$ cat src/rtl/qpimem_iface_interleave_pkg.sv
// Shared constants and types for the dual-PSRAM QPI interleaved memory interface.
package qpimem_iface_interleave_pkg;

  localparam int READ_DUMMY = 6;

  localparam logic [7:0] OP_QPI_EN = 8'h35;
  localparam logic [7:0] OP_WRITE  = 8'h38;
  localparam logic [7:0] OP_READ   = 8'hEB;

  typedef enum logic [3:0] {
    ST_RESET,
    ST_INIT_CMD,
    ST_IDLE,
    ST_CMD,
    ST_ADDR,
    ST_DUMMY,
    ST_DATA_WR,
    ST_DATA_RD,
    ST_END
  } state_t;

  // Command/address nibbles go to both chips, so each bus byte carries the nibble twice.
  function automatic logic [7:0] dup_nib(input logic [3:0] n);
    return {n, n};
  endfunction

endpackage

$ cat src/rtl/qpimem_iface_interleave_if.sv
// Host handshake plus the shared two-chip PSRAM bus.
interface qpimem_iface_interleave_if;
  logic        do_read;
  logic        do_write;
  logic [23:0] addr;
  logic [31:0] wdata;
  logic [31:0] rdata;
  logic        next_word;
  logic        is_idle;
  logic        spi_clk;
  logic        spi_ncs;
  logic [3:0]  spi_sout_a;
  logic [3:0]  spi_sout_b;
  logic [3:0]  spi_sin_a;
  logic [3:0]  spi_sin_b;
  logic        spi_oe;
  logic        spi_bus_qpi;

  modport slave (
    input  do_read, do_write, addr, wdata, spi_sin_a, spi_sin_b,
    output rdata, next_word, is_idle, spi_clk, spi_ncs, spi_sout_a, spi_sout_b,
           spi_oe, spi_bus_qpi
  );

  modport master (
    output do_read, do_write, addr, wdata, spi_sin_a, spi_sin_b,
    input  rdata, next_word, is_idle, spi_clk, spi_ncs, spi_sout_a, spi_sout_b,
           spi_oe, spi_bus_qpi
  );
endinterface

$ cat src/rtl/qpimem_iface_interleave_shift8.sv
// One byte per spi clock across two nibble lanes (A = high, B = low); SPI mode shifts 1 bit.
module qpimem_shift8 (
  input  logic       clk,
  input  logic       rst,
  input  logic       load,
  input  logic [7:0] din,
  input  logic       step,
  input  logic       qpi,
  input  logic [3:0] sin_a,
  input  logic [3:0] sin_b,
  output logic [3:0] sout_a,
  output logic [3:0] sout_b,
  output logic [7:0] dout
);
  logic [7:0] sr;

  always_ff @(posedge clk) begin
    if (rst)       sr <= '0;
    else if (load) sr <= din;
    else if (step) sr <= qpi ? {sin_a, sin_b} : {sr[6:0], sin_a[1]};
  end

  // SPI mode drives MOSI on bit0 of both chips
  assign sout_a = qpi ? sr[7:4] : {3'b000, sr[7]};
  assign sout_b = qpi ? sr[3:0] : {3'b000, sr[7]};
  assign dout   = sr;
endmodule

$ cat src/rtl/qpimem_iface_interleave.sv
// Word-burst host interface to two PSRAMs in QPI mode, interleaved by nibble (A high, B low).
module qpimem_iface_interleave #(
  parameter int READ_DUMMY = qpimem_iface_interleave_pkg::READ_DUMMY
) (
  input logic                        clk,
  input logic                        rst,
  qpimem_iface_interleave_if.slave   bus
);
  import qpimem_iface_interleave_pkg::*;

  state_t      state_q, state_d;
  logic [7:0]  cnt_q, cnt_d;
  logic [1:0]  bidx_q, bidx_d;
  logic        sclk_q, sclk_d;
  logic        ncs_q, ncs_d;
  logic        oe_q, oe_d;
  logic        qpi_q, qpi_d;
  logic        idle_q, idle_d;
  logic        nw_q, nw_d;
  logic        wr_q, wr_d;
  logic [23:0] caddr_q, caddr_d;
  logic [31:0] wbuf_q, wbuf_d;
  logic [31:0] rdacc_q, rdacc_d;
  logic [31:0] rdata_q, rdata_d;

  logic        sh_load, sh_step, wr_word, go_end;
  logic [7:0]  sh_din, sh_dout;

  qpimem_shift8 u_shift (
    .clk   (clk),
    .rst   (rst),
    .load  (sh_load),
    .din   (sh_din),
    .step  (sh_step),
    .qpi   (qpi_q),
    .sin_a (bus.spi_sin_a),
    .sin_b (bus.spi_sin_b),
    .sout_a(bus.spi_sout_a),
    .sout_b(bus.spi_sout_b),
    .dout  (sh_dout)
  );

  // Each spi clock is two clk: sclk_q=0 -> rising edge (sample), sclk_q=1 -> falling edge (advance).
  always_comb begin
    state_d = state_q;
    cnt_d   = cnt_q;
    bidx_d  = bidx_q;
    sclk_d  = sclk_q;
    ncs_d   = ncs_q;
    oe_d    = oe_q;
    qpi_d   = qpi_q;
    idle_d  = idle_q;
    nw_d    = 1'b0;
    wr_d    = wr_q;
    caddr_d = caddr_q;
    wbuf_d  = wbuf_q;
    rdacc_d = rdacc_q;
    rdata_d = rdata_q;
    sh_load = 1'b0;
    sh_step = 1'b0;
    sh_din  = '0;
    wr_word = 1'b0;
    go_end  = 1'b0;

    case (state_q)
      ST_RESET: begin
        ncs_d   = 1'b0;
        oe_d    = 1'b1;
        sh_load = 1'b1;
        sh_din  = OP_QPI_EN;
        cnt_d   = 8'd7;
        state_d = ST_INIT_CMD;
      end
      ST_INIT_CMD: begin
        sclk_d = ~sclk_q;
        if (sclk_q) begin
          if (cnt_q == 8'd0) begin
            go_end = 1'b1;
            qpi_d  = 1'b1;
          end else begin
            sh_step = 1'b1;
            cnt_d   = cnt_q - 8'd1;
          end
        end
      end
      ST_IDLE: begin
        if (bus.do_write || bus.do_read) begin
          wr_d    = bus.do_write;
          caddr_d = {1'b0, bus.addr[23:1]};
          ncs_d   = 1'b0;
          oe_d    = 1'b1;
          idle_d  = 1'b0;
          sh_load = 1'b1;
          sh_din  = dup_nib(bus.do_write ? OP_WRITE[7:4] : OP_READ[7:4]);
          cnt_d   = 8'd1;
          state_d = ST_CMD;
        end
      end
      ST_CMD: begin
        sclk_d = ~sclk_q;
        if (sclk_q) begin
          sh_load = 1'b1;
          if (cnt_q == 8'd0) begin
            sh_din  = dup_nib(caddr_q[23:20]);
            caddr_d = {caddr_q[19:0], 4'h0};
            cnt_d   = 8'd5;
            state_d = ST_ADDR;
          end else begin
            sh_din = dup_nib(wr_q ? OP_WRITE[3:0] : OP_READ[3:0]);
            cnt_d  = cnt_q - 8'd1;
          end
        end
      end
      ST_ADDR: begin
        sclk_d = ~sclk_q;
        if (sclk_q) begin
          if (cnt_q != 8'd0) begin
            sh_load = 1'b1;
            sh_din  = dup_nib(caddr_q[23:20]);
            caddr_d = {caddr_q[19:0], 4'h0};
            cnt_d   = cnt_q - 8'd1;
          end else if (wr_q) begin
            wr_word = 1'b1;
          end else begin
            oe_d    = 1'b0;
            cnt_d   = 8'(READ_DUMMY - 1);
            state_d = ST_DUMMY;
          end
        end
      end
      ST_DUMMY: begin
        sclk_d = ~sclk_q;
        if (sclk_q) begin
          if (cnt_q == 8'd0) begin
            bidx_d  = 2'd0;
            state_d = ST_DATA_RD;
          end else begin
            cnt_d = cnt_q - 8'd1;
          end
        end
      end
      ST_DATA_WR: begin
        sclk_d = ~sclk_q;
        if (sclk_q) begin
          if (bidx_q == 2'd3) begin
            wr_word = 1'b1;
          end else begin
            sh_load = 1'b1;
            sh_din  = wbuf_q[{bidx_q + 2'd1, 3'b000} +: 8];
            bidx_d  = bidx_q + 2'd1;
          end
        end
      end
      ST_DATA_RD: begin
        sclk_d = ~sclk_q;
        if (!sclk_q) begin
          sh_step = 1'b1;
        end else begin
          rdacc_d[{bidx_q, 3'b000} +: 8] = sh_dout;
          bidx_d = bidx_q + 2'd1;
          // A word the host no longer holds do_read for is dropped, not reported
          if (bidx_q == 2'd3) begin
            if (bus.do_read) begin
              rdata_d = {sh_dout, rdacc_q[23:0]};
              nw_d    = 1'b1;
            end else begin
              go_end = 1'b1;
            end
          end
        end
      end
      ST_END: begin
        sclk_d = 1'b0;
        if (cnt_q == 8'd0) begin
          idle_d  = 1'b1;
          state_d = ST_IDLE;
        end else begin
          cnt_d = cnt_q - 8'd1;
        end
      end
      default: state_d = ST_RESET;
    endcase

    if (wr_word) begin
      if (bus.do_write) begin
        wbuf_d  = bus.wdata;
        sh_load = 1'b1;
        sh_din  = bus.wdata[7:0];
        nw_d    = 1'b1;
        bidx_d  = 2'd0;
        state_d = ST_DATA_WR;
      end else begin
        go_end = 1'b1;
      end
    end

    // END keeps ncs high for two clk and parks the data lines at zero
    if (go_end) begin
      state_d = ST_END;
      ncs_d   = 1'b1;
      oe_d    = 1'b0;
      sclk_d  = 1'b0;
      cnt_d   = 8'd1;
      sh_load = 1'b1;
      sh_din  = '0;
    end
  end

  always_ff @(posedge clk) begin
    if (rst) begin
      state_q <= ST_RESET;
      cnt_q   <= '0;
      bidx_q  <= '0;
      sclk_q  <= 1'b0;
      ncs_q   <= 1'b1;
      oe_q    <= 1'b0;
      qpi_q   <= 1'b0;
      idle_q  <= 1'b0;
      nw_q    <= 1'b0;
      wr_q    <= 1'b0;
      caddr_q <= '0;
      wbuf_q  <= '0;
      rdacc_q <= '0;
      rdata_q <= '0;
    end else begin
      state_q <= state_d;
      cnt_q   <= cnt_d;
      bidx_q  <= bidx_d;
      sclk_q  <= sclk_d;
      ncs_q   <= ncs_d;
      oe_q    <= oe_d;
      qpi_q   <= qpi_d;
      idle_q  <= idle_d;
      nw_q    <= nw_d;
      wr_q    <= wr_d;
      caddr_q <= caddr_d;
      wbuf_q  <= wbuf_d;
      rdacc_q <= rdacc_d;
      rdata_q <= rdata_d;
    end
  end

  assign bus.spi_clk     = sclk_q;
  assign bus.spi_ncs     = ncs_q;
  assign bus.spi_oe      = oe_q;
  assign bus.spi_bus_qpi = qpi_q;
  assign bus.is_idle     = idle_q;
  assign bus.next_word   = nw_q;
  assign bus.rdata       = rdata_q;
endmodule

$ cat src/flat_wrapper.sv
// flat-port wrapper written by rule: the top's interface ports become plain ports
module qpimem_iface_interleave_flat import qpimem_iface_interleave_pkg::*;
#(
  parameter int READ_DUMMY = qpimem_iface_interleave_pkg::READ_DUMMY
)
  (clk, rst, bus_do_read, bus_do_write, bus_addr, bus_wdata, bus_spi_sin_a, bus_spi_sin_b, bus_rdata, bus_next_word, bus_is_idle, bus_spi_clk, bus_spi_ncs, bus_spi_sout_a, bus_spi_sout_b, bus_spi_oe, bus_spi_bus_qpi);
  qpimem_iface_interleave_if bus_i ();
  input logic clk;
  input logic rst;
  input wire logic [$bits(bus_i.do_read)-1:0] bus_do_read;
  input wire logic [$bits(bus_i.do_write)-1:0] bus_do_write;
  input wire logic [$bits(bus_i.addr)-1:0] bus_addr;
  input wire logic [$bits(bus_i.wdata)-1:0] bus_wdata;
  input wire logic [$bits(bus_i.spi_sin_a)-1:0] bus_spi_sin_a;
  input wire logic [$bits(bus_i.spi_sin_b)-1:0] bus_spi_sin_b;
  output wire logic [$bits(bus_i.rdata)-1:0] bus_rdata;
  output wire logic [$bits(bus_i.next_word)-1:0] bus_next_word;
  output wire logic [$bits(bus_i.is_idle)-1:0] bus_is_idle;
  output wire logic [$bits(bus_i.spi_clk)-1:0] bus_spi_clk;
  output wire logic [$bits(bus_i.spi_ncs)-1:0] bus_spi_ncs;
  output wire logic [$bits(bus_i.spi_sout_a)-1:0] bus_spi_sout_a;
  output wire logic [$bits(bus_i.spi_sout_b)-1:0] bus_spi_sout_b;
  output wire logic [$bits(bus_i.spi_oe)-1:0] bus_spi_oe;
  output wire logic [$bits(bus_i.spi_bus_qpi)-1:0] bus_spi_bus_qpi;
  assign bus_i.do_read = bus_do_read;
  assign bus_i.do_write = bus_do_write;
  assign bus_i.addr = bus_addr;
  assign bus_i.wdata = bus_wdata;
  assign bus_i.spi_sin_a = bus_spi_sin_a;
  assign bus_i.spi_sin_b = bus_spi_sin_b;
  assign bus_rdata = bus_i.rdata;
  assign bus_next_word = bus_i.next_word;
  assign bus_is_idle = bus_i.is_idle;
  assign bus_spi_clk = bus_i.spi_clk;
  assign bus_spi_ncs = bus_i.spi_ncs;
  assign bus_spi_sout_a = bus_i.spi_sout_a;
  assign bus_spi_sout_b = bus_i.spi_sout_b;
  assign bus_spi_oe = bus_i.spi_oe;
  assign bus_spi_bus_qpi = bus_i.spi_bus_qpi;
  qpimem_iface_interleave #(.READ_DUMMY(READ_DUMMY)) u_core (.clk(clk), .rst(rst), .bus(bus_i));
endmodule
$ cat config.mk
export PLATFORM = sky130hd
export DESIGN_NAME = qpimem_iface_interleave_flat
export DESIGN_NICKNAME = d
export VERILOG_FILES = /design/src/rtl/qpimem_iface_interleave_pkg.sv /design/src/rtl/qpimem_iface_interleave_if.sv /design/src/rtl/qpimem_iface_interleave_shift8.sv /design/src/rtl/qpimem_iface_interleave.sv /design/src/flat_wrapper.sv
export SDC_FILE = /design/constraint.sdc
export NUM_CORES = 1
export LEC_CHECK = 0
export ABC_AREA = 1
export BUFFER_PORTS_ARGS = -buffer_cell sky130_fd_sc_hd__buf_4
export CAP_MARGIN = 20
export CORE_MARGIN = 3
export CORE_UTILIZATION = 40
export DETAILED_ROUTE_END_ITERATION = 8
export PLACE_DENSITY = 0.59
export SYNTH_ARGS = -nofsm -noshare
export SYNTH_HDL_FRONTEND = slang
export SYNTH_HIERARCHICAL = 1
export SYNTH_SLANG_ARGS = --single-unit
$ cat constraint.sdc
create_clock -name clk -period 3.2 [get_ports clk]
set_clock_uncertainty 0.05 [all_clocks]
set_input_delay 0.48 -clock clk [delete_from_list [all_inputs] [get_ports clk]]
set_output_delay 0.48 -clock clk [all_outputs]
set_load 0.005 [all_outputs]
==> results.yml <==
outcome:
  status: "complete, no violations"
global_routing:
  grt_pass1_vias: 5897
  grt_overflow: 0
  antenna_found_initial: 0
  grt_pass1_wl_um: 30000
  grt_max_degree: 54
  grt.total_usage_pct: 19.8
sta:
  fin_crit_ns: 2.51
  slew_violations: 0
  relSlewSlack_pct: 56.4
  max_freq_mhz: 398
  hold_viol_final: 0
  finalSetupTns_ns: 0
  worst_hold_slack_ns: 0.219
  fin_crit_sh_pct: 78.5
  tightest_slew_ns: 0.650
  rsz0062_at_grt: "no"
  finalSetupViolCount: 0
drt:
  wl_per_cell_um: 13.8
  post_drt_via_cell_ratio: 4.87
  via_count: 6495
  drcViolationCount: 0
  routed_wl_um: 18500
  ant_nets: 0
  drt_iter0_drc: 407
  detail_route.first_pass.iterations: 5
floorplanning:
  io_pins: 114
  dieArea_mm2: 0.0190
  coreArea_mm2: 0.0168
  placementRows: 47
  start_util_pct: 41.4
  die_x_um: 138
  die_y_um: 138
synth:
  synth_largest_area_cell: "dfxtp_1"
  synth.avg_cell_area_um2: 6.89
  yosys-top-cells-area: "dfxtp_1, nand2_1, nor2_1, inv_1, o21ai_0"
  async_flop_share_pct: 0
  synth_warnings: 6
  syn_inst: 1010
  synth_edf_count: 0
  ys_ff_latch: 141
  synth_nets: 1087
  ys_seq_area_share_pct: 40.5
  synth_ff_type: "dfxtp_1"
  synth_area_mm2: 0.00696
  yosysMostFrequentCell: "nand2_1"
  yosys.cell_types.count: 38
  synth_top_area_share_pct: 40.5
  synth_commonest_cells: "nand2_1, nor2_1, dfxtp_1, inv_1, o21ai_0"
setup_path:
  end_kind: "flop"
  required_ns: 3.50
  cp-start-kind: "flop"
  path_max_fanout: 6
  cp.arrival_ns: 2.81
  critPathKind: "reg2reg"
placed_design:
  dp_hpwl_um: 12700
  io_buffers: 112
  place_congestion: 0.900
final_layout:
  finish.utilization_pct: 50.4
  nets: 1179
  area_delta_synth_final_pct: 21.8
  diodes: 0
  drive_gt1_share_pct: 17.4
hold_path:
  hp-class: "in2reg"
cts:
  htree_levels: 4
  clock_latency_ns: 0.43
  root_buffer: "clkbuf_16"
  cts.sinks: 141
  postCtsSetupBuffers: 0
  cts_tree: "built"
  ctsHoldBuffers: 0
  cts_resized: 0
  numCtsBuffers: 17
  clk_pin_slew_ns: 0.06
  cts.path.max_buffers: 2
power:
  p_leak_uw: 0.00384
  powerDensity_mw_per_mm2: 533
  peakVddDrop_uv: 393
flow_run:
  drv_cap: 0
==> stage by stage <==
| step | instances | setup WS, ns | power (uW) | area (um2) |
|---|---|---|---|---|
| after floorplan | 1010 | 0.747 | 2350 | 6960 |
| after global placement | 1303 | 0.750 | 2570 | 7890 |
| after detailed placement | 1303 | 0.755 | 2560 | 7890 |
| after CTS | 1335 | 0.745 | 4560 | 8480 |
| after global routing | 1335 | 0.391 | 4740 | 8480 |
| final | 1335 | 0.687 | 4520 | 8480 |
==> logic make-up after synthesis <==
| kind of cell | share of synthesized area (%) |
|---|---|
| buf+inv | 11.9 |
| fa+ha+maj | 1.62 |
| compound gates | 19.4 |
| xor+xnor | 0.126 |
| flops | 40.5 |
| simple gates | 26.4 |
==> flip-flops by register name, summed over array words and instances, names as in the netlist <==
name,flops
u_core/bidx_q,2
u_core/bus.is_idle,1
u_core/bus.next_word,1
u_core/bus.rdata,32
u_core/bus.spi_bus_qpi,1
u_core/bus.spi_clk,1
u_core/bus.spi_ncs,1
u_core/bus.spi_oe,1
u_core/caddr_q,24
u_core/cnt_q,8
u_core/rdacc_q,24
u_core/state_q,4
u_core/u_shift/dout,8
u_core/wbuf_q,32
u_core/wr_q,1
==> critical path: stages, from the launching register on <==
cell and delay [ns]:
dfxtp_1 0.37, nor2_2 0.28, nand2_2 0.14, nor2_4 0.26, inv_1 0.12, nor2_1 0.24, o21ai_0 0.19, o21ai_0 0.33
nor3_1 0.08, nand2_1 0.10, nand2_1 0.06, inv_1 0.05, a21oi_1 0.04, a21oi_1 0.13
==> power by group <==
group          switching, uW  total [uW]  internal, uW  leakage [uW]
Combinational            409         664           255       0.00242
Sequential              62.7        1870          1800       0.00114
Clock                    813        1990          1180      0.000278
Total                   1290        4520          3240       0.00384
==> cells in the final DEF, fill, tap and decap left out, drive strengths merged <==
master / instances
a211oi: 48
a21oi: 78
a31o: 1
a31oi: 19
and3: 1
buf: 124
bufinv: 2
clkbuf: 18
clkinv: 5
clkinvlp: 5
dfxtp: 141
ha: 9
inv: 140
nand2: 215
nand3: 37
nand3b: 1
nand4: 5
nor2: 167
nor3: 6
o211ai: 3
o21ai: 82
o22ai: 6
or2: 1
xor2: 1
==> layout make-up <==
| class | count | area, um2 |
|---|---|---|
| Clock buffer | 18 | 439 |
| Clock inverter | 14 | 158 |
| Fill cell | 1750 | 8340 |
| Inverter | 138 | 526 |
| Multi-Input combinational cell | 680 | 3320 |
| Sequential cell | 141 | 2820 |
| Tap cell | 220 | 275 |
| Timing Repair Buffer | 124 | 943 |
==> path summary, 6_finish.rpt <==
path	startpoint	to	slack (ns)	cells after the start
worst min register to register	u_core/wbuf_q[24]$_SDFFE_PP0P_	u_core/wbuf_q[24]$_SDFFE_PP0P_	0.40	2
worst min-delay path	bus_wdata[14]	u_core/wbuf_q[14]$_SDFFE_PP0P_	0.22	3
worst max register to register	u_core/state_q[2]$_SDFF_PP0_	u_core/u_shift/dout[0]$_SDFFE_PP0P_	0.69	13
worst max-delay path	u_core/state_q[2]$_SDFF_PP0_	u_core/u_shift/dout[0]$_SDFFE_PP0P_	0.69	13
==> metal layers <==
layer / wire [um] / track usage (%) / vias up / share of wire (%)
li1: - / - / 3447 / -
met1: 9450 / 29.4 / 2854 / 51
met2: 7670 / 28.4 / 171 / 42
met3: 1040 / 4.35 / 23 / 5.7
met4: 288 / 6.64 / 0 / 1.6
met5: 0 / 0 / - / 0
(Power assumes the default switching activity.)
